## src/rtl/bsg_link_sdr_pkg.sv

```systemverilog
// Shared definitions for the SDR link receive path: word/pointer width helpers
// and the gearbox phase encoding.
package bsg_link_sdr_pkg;

    typedef enum logic {
        LOW_HALF  = 1'b0,
        HIGH_HALF = 1'b1
    } phase_e;

    function automatic int word_width(input int ch_width);
        return 2 * ch_width;
    endfunction

    // One extra bit distinguishes full from empty when the low bits match.
    function automatic int ptr_width(input int lg_fifo_depth);
        return lg_fifo_depth + 1;
    endfunction

endpackage

```

## src/rtl/bsg_link_sdr_rx_fifo.sv

```systemverilog
// One receive channel: two-beat gearbox feeding a word FIFO with sticky
// overflow detection.
module bsg_link_sdr_rx_fifo
    import bsg_link_sdr_pkg::*;
#(
    parameter int CH_WIDTH      = 8,
    parameter int LG_FIFO_DEPTH = 3
) (
    input  logic                          clk,
    input  logic                          rst,
    input  logic                          beat_valid,
    input  logic [CH_WIDTH-1:0]           beat_data,
    input  logic                          deq,
    output logic [word_width(CH_WIDTH)-1:0] head,
    output logic                          empty,
    output logic                          overflow
);

    localparam int WW    = word_width(CH_WIDTH);
    localparam int PW    = ptr_width(LG_FIFO_DEPTH);
    localparam int DEPTH = 1 << LG_FIFO_DEPTH;

    phase_e                phase;
    logic [CH_WIDTH-1:0]   low;
    logic [WW-1:0]         mem [DEPTH];
    logic [PW-1:0]         wptr;
    logic [PW-1:0]         rptr;
    logic                  full;
    logic                  word_ready;
    logic                  enq;

    assign empty      = (wptr == rptr);
    assign full       = (wptr[PW-1] != rptr[PW-1]) && (wptr[PW-2:0] == rptr[PW-2:0]);
    assign word_ready = beat_valid && (phase == HIGH_HALF);
    // A full FIFO still accepts when the head leaves in the same cycle.
    assign enq        = word_ready && (!full || deq);
    assign head       = mem[rptr[PW-2:0]];

    always_ff @(posedge clk) begin
        if (rst) begin
            phase    <= LOW_HALF;
            low      <= '0;
            wptr     <= '0;
            rptr     <= '0;
            overflow <= 1'b0;
        end else begin
            if (beat_valid) begin
                phase <= (phase == LOW_HALF) ? HIGH_HALF : LOW_HALF;
                if (phase == LOW_HALF)
                    low <= beat_data;
            end
            if (enq)
                wptr <= wptr + PW'(1);
            if (deq)
                rptr <= rptr + PW'(1);
            if (word_ready && !enq)
                overflow <= 1'b1;
        end
    end

    always_ff @(posedge clk) begin
        if (enq)
            mem[wptr[PW-2:0]] <= {beat_data, low};
    end

endmodule

```

## src/rtl/bsg_link_sdr_downstream.sv

```systemverilog
// SDR link receive side: per-channel gearbox FIFOs, joint valid/yumi dequeue
// and batched credit-token return.
module bsg_link_sdr_downstream
    import bsg_link_sdr_pkg::*;
#(
    parameter int CHANNELS           = 2,
    parameter int CH_WIDTH           = 8,
    parameter int LG_FIFO_DEPTH      = 3,
    parameter int LG_CREDIT_TO_TOKEN = 2
) (
    input  logic                                    clk,
    input  logic                                    rst,
    input  logic [CHANNELS-1:0]                     io_valid_i,
    input  logic [CHANNELS*CH_WIDTH-1:0]            io_data_i,
    output logic [CHANNELS*word_width(CH_WIDTH)-1:0] core_data_o,
    output logic                                    core_valid_o,
    input  logic                                    core_yumi_i,
    output logic [CHANNELS-1:0]                     core_token_r_o,
    output logic [CHANNELS-1:0]                     overflow_o
);

    localparam int WW = word_width(CH_WIDTH);

    logic [CHANNELS-1:0] empty;
    logic                deq;

    assign core_valid_o = ~|empty;
    assign deq          = core_valid_o && core_yumi_i;

    for (genvar c = 0; c < CHANNELS; c++) begin : g_ch
        bsg_link_sdr_rx_fifo #(
            .CH_WIDTH      (CH_WIDTH),
            .LG_FIFO_DEPTH (LG_FIFO_DEPTH)
        ) u_fifo (
            .clk        (clk),
            .rst        (rst),
            .beat_valid (io_valid_i[c]),
            .beat_data  (io_data_i[c*CH_WIDTH +: CH_WIDTH]),
            .deq        (deq),
            .head       (core_data_o[c*WW +: WW]),
            .empty      (empty[c]),
            .overflow   (overflow_o[c])
        );
    end

    if (LG_CREDIT_TO_TOKEN == 0) begin : g_tok_every
        always_ff @(posedge clk) begin
            if (rst)
                core_token_r_o <= '0;
            else if (deq)
                core_token_r_o <= ~core_token_r_o;
        end
    end else begin : g_tok_batched
        logic [LG_CREDIT_TO_TOKEN-1:0] credit_cnt;

        always_ff @(posedge clk) begin
            if (rst) begin
                credit_cnt     <= '0;
                core_token_r_o <= '0;
            end else if (deq) begin
                credit_cnt <= credit_cnt + LG_CREDIT_TO_TOKEN'(1);
                if (&credit_cnt)
                    core_token_r_o <= ~core_token_r_o;
            end
        end
    end

endmodule

```

## config.mk

```make
export PLATFORM = sky130hd
export DESIGN_NAME = bsg_link_sdr_downstream
export DESIGN_NICKNAME = d
export VERILOG_FILES = /design/src/rtl/bsg_link_sdr_pkg.sv /design/src/rtl/bsg_link_sdr_rx_fifo.sv /design/src/rtl/bsg_link_sdr_downstream.sv
export SDC_FILE = /design/constraint.sdc
export NUM_CORES = 1
export LEC_CHECK = 0
export BUFFER_PORTS_ARGS = -buffer_cell sky130_fd_sc_hd__buf_4
export CAP_MARGIN = 20
export CORE_MARGIN = 1
export CORE_UTILIZATION = 50
export DETAILED_ROUTE_END_ITERATION = 10
export PLACE_DENSITY = 0.67
export SETUP_SLACK_MARGIN = 0.15
export SYNTH_ARGS = -nofsm -noshare
export SYNTH_HDL_FRONTEND = slang
export SYNTH_SLANG_ARGS = --single-unit
```

## constraint.sdc

```tcl
create_clock -name clk -period 4.05 [get_ports clk]
set_clock_uncertainty 0.15 [all_clocks]
set_input_delay 0.405 -clock clk [delete_from_list [all_inputs] [get_ports clk]]
set_output_delay 0.405 -clock clk [all_outputs]
set_load 0.01 [all_outputs]
```

==> impl_metrics.ini <==
[clock_network]
clkSinkCount = 302
post_cts_resized = 0
clkTransAtPathRegs_ns = 0.06
worstSkewPairLatency_ns = 0.53
htreeDepth = 1
cts_buffers = 30
cts_root_buffer = clkbuf_16
ctsHoldBuffers = 16
tritoncts = done
cts_buffer_depth = 3
postCtsSetupBuffers = 0

[sta]
setup_viol = 0
slew-limit-headroom_pct = 31.4
period_share_pct = 77.3
finalSetupTns_ns = 0
rsz0062_at_grt = false
fin_ws_ns = 0.921
max_freq_mhz = 320
final-max-slew-violation-count = 0
hold_viol = 0
tightest_slew_ns = 1.03
period_needed_ns = 3.13

[run_status]
status = complete, no violations

[pwr]
peakVddDrop_mv = 0.466
powerDensity_nw_per_um2 = 455
power.leakage_nw = 4.58

[detailed_routing]
avgViaCountPerCell = 5.57
wl_per_cell_um = 20.4
drc = 0
drtIter0Drc = 348
vias = 5832
dr.pass1.iters = 4
routed_wirelength_mm = 21.4
drtAntennaViolNets = 0

[global_route]
antenna_found_initial = 0
grt_pass1_wl_mm = 33.6
grt_max_degree = 54
grt_use_total_pct = 18.2
grt-ovfl-total = 0
grt_pass1_vias = 6042

[critical_path]
crit_arrival_ns = 2.57
worstSetupStartpointType = flip-flop
critPathKind = reg2out
reg2regPathDepth = 5
r2r_start = g_ch[1].u_fifo.wptr[0]
r2r-end = g_ch[0].u_fifo.mem[3][5]
r2r_slack_ns = 1.03
critPathRequiredTime_ns = 3.49
critical_path_peak_fanout = 19
end_kind = output port

[layout]
finalInstanceArea_um2 = 13900
nets = 735
layoutNonFillerInstCount = 1047
num_antenna_cells = 0
drive_gt1_share_pct = 33.2
fillers = 1617
syn_to_final_growth_pct = 17.5

[flow_run]
maxCapViolCount = 0

[floorplanning]
num_io_pins = 58
coreArea_um2 = 22900
fp-row-count = 55
die_h_um = 156
die_x_um = 156
initial_core_util_pct = 51.7
dieArea_um2 = 24300

[worst_hold_path]
hold_path.startpoint = io_valid_i[0]
holdPathEnd = g_ch[0].u_fifo.phase
holdCritPathClass = in2reg
hold-path-cell-count = 3

[synthesis]
syn_nets = 645
syn-cell-area_um2 = 11800
synth_seq_cells = 302
yosysWarnings = 0
ys_seq_area_share_pct = 72.7
synth_cell_types = 41
netlist_instances = 620
syn_avg_cell_area_um2 = 19.1

[placement]
place_ws_ns = 1.01
numPlacedInstances = 975
place_congestion = 0.768
dp_hpwl_mm = 12.8
placed_area_um2 = 12800
io_buffers = 57
-- through the flow --
step | hold slack, ns | power (W) | utilization (%)
floorplan | 0.276 | 0.00358 | -
global placement | 0.287 | 0.00366 | 55.7
detailed placement | 0.297 | 0.00367 | 55.7
CTS | 0.0221 | 0.00639 | 60.7
global route | 0.0460 | 0.00653 | 60.7
finish | 0.0470 | 0.00633 | 60.7
-- final cells by class --
cell class              count  area, um^2  share of cell area [%]
repair buffers             96         786                    5.65
multi-input cells         273        3100                    22.3
flip-flops and latches    302        8610                    61.9
well taps                 313         392                    2.82
clock inverters            16         155                    1.12
clock buffers              40         840                    6.04
inverters                   7        26.3                   0.189
-- critical path: stages (launching register included) --
cell	delay (ns)
dfxtp_1	0.66
xor2_1	0.28
nor4_4	0.85
nor2_1	0.08
buf_4	0.18
-- synthesized netlist by cell type --
| cell type | number | area [um^2] |
|---|---|---|
| edfxtp_1 | 256 | 7690 |
| mux4_2 | 64 | 1440 |
| dfxtp_1 | 46 | 921 |
| nand2_1 | 36 | 135 |
| mux2_2 | 32 | 360 |
| a21oi_1 | 28 | 140 |
| clkbuf_1 | 18 | 67.6 |
| mux2_1 | 13 | 146 |
| nor2_1 | 13 | 48.8 |
| nor2b_1 | 12 | 75.1 |
| buf_1 | 8 | 30.0 |
| buf_2 | 8 | 40.0 |
| nand2b_1 | 8 | 50.1 |
| inv_1 | 7 | 26.3 |
| xor2_1 | 7 | 61.3 |
| nand3_1 | 5 | 25.0 |
| o31ai_1 | 5 | 37.5 |
| or4_1 | 5 | 37.5 |
| and4b_1 | 4 | 40.0 |
| ha_1 | 4 | 50.1 |
| buf_4 | 3 | 22.5 |
| nor3_1 | 3 | 15.0 |
| nor4_1 | 3 | 18.8 |
| nor4b_1 | 3 | 26.3 |
| nor4b_2 | 3 | 45.0 |
| a211oi_1 | 2 | 15.0 |
| a211oi_2 | 2 | 25.0 |
| a21o_1 | 2 | 15.0 |
| mux2i_1 | 2 | 20.0 |
| nand3b_1 | 2 | 15.0 |
| nor4_2 | 2 | 25.0 |
| o2111ai_1 | 2 | 17.5 |
| o21ai_1 | 2 | 10.0 |
| o41ai_4 | 2 | 55.1 |
| xnor2_1 | 2 | 17.5 |
| a21oi_2 | 1 | 8.76 |
| buf_6 | 1 | 11.3 |
| nor2_2 | 1 | 6.26 |
| nor4_4 | 1 | 21.3 |
| o41a_1 | 1 | 11.3 |
| xor2_2 | 1 | 16.3 |
-- placed cells by master (no fill, tap or decap), types with 4 or more instances in the layout --
master,count
mux2_2,32
o31ai_1,5
ha_1,4
dfxtp_1,44
nor2_1,13
nand2b_1,8
edfxtp_1,256
dlygate4sd3_1,16
buf_4,78
mux4_2,64
nor4_2,4
clkbuf_1,6
clkinv_2,7
a21oi_1,28
clkbuf_16,31
nand3_1,5
xor2_1,7
nand2_1,36
and4b_1,4
nor2b_1,12
or4_1,5
inv_1,7
mux2_1,13
clkinv_1,4
-- power by group --
| group | internal [W] | total, W | switching (W) |
|---|---|---|---|
| Clock | 0.00164 | 0.00272 | 0.00108 |
| Sequential | 0.00340 | 0.00343 | 0.0000328 |
| Combinational | 0.0000831 | 0.000184 | 0.000100 |
-- state kept, by name, summed over array words and instances, names as in the netlist, named ones only --
register / count
g_ch.u_fifo.overflow: 2
g_ch.u_fifo.rptr: 8
g_ch.u_fifo.phase: 2
g_ch.u_fifo.mem: 256
core_token_r_o: 2
g_ch.u_fifo.wptr: 8
g_ch.u_fifo.low: 16
g_tok_batched.credit_cnt: 2
-- logic make-up after synthesis --
| family | Yosys count | share of synthesized area [%] |
|---|---|---|
| flops | 302 | 72.7 |
| mux | 111 | 16.6 |
| simple gates | 101 | 4.94 |
| compound gates | 47 | 2.83 |
| buf+inv | 45 | 1.67 |
| xor+xnor | 10 | 0.803 |
| fa+ha+maj | 4 | 0.423 |
-- worst max-delay path by stage --
stage	start	to	slack (ns)	depth (start not counted)
2_1_floorplan	g_ch[1].u_fifo.rptr[0]	g_ch[0].u_fifo.mem[2][0]	0.48	4
3_3_place_gp	g_ch[1].u_fifo.wptr[0]	g_ch[0].u_fifo.mem[3][5]	1.16	5
3_5_place_dp	g_ch[1].u_fifo.wptr[0]	g_ch[0].u_fifo.mem[3][7]	1.01	5
4_1_cts	g_ch[1].u_fifo.wptr[0]	core_valid_o	0.86	4
5_1_grt	g_ch[1].u_fifo.wptr[0]	core_valid_o	0.67	4
6_report	g_ch[1].u_fifo.wptr[0]	core_valid_o	0.92	4
-- metal layers --
metal | up-vias | GRT usage (%) | wire length, um
li1 | 2668 | - | -
met1 | 3033 | 27.1 | 10000
met2 | 105 | 28.7 | 10200
met3 | 26 | 2.78 | 849
met4 | 0 | 3.69 | 289
met5 | - | 0 | 0
(Power assumes the default switching activity.)
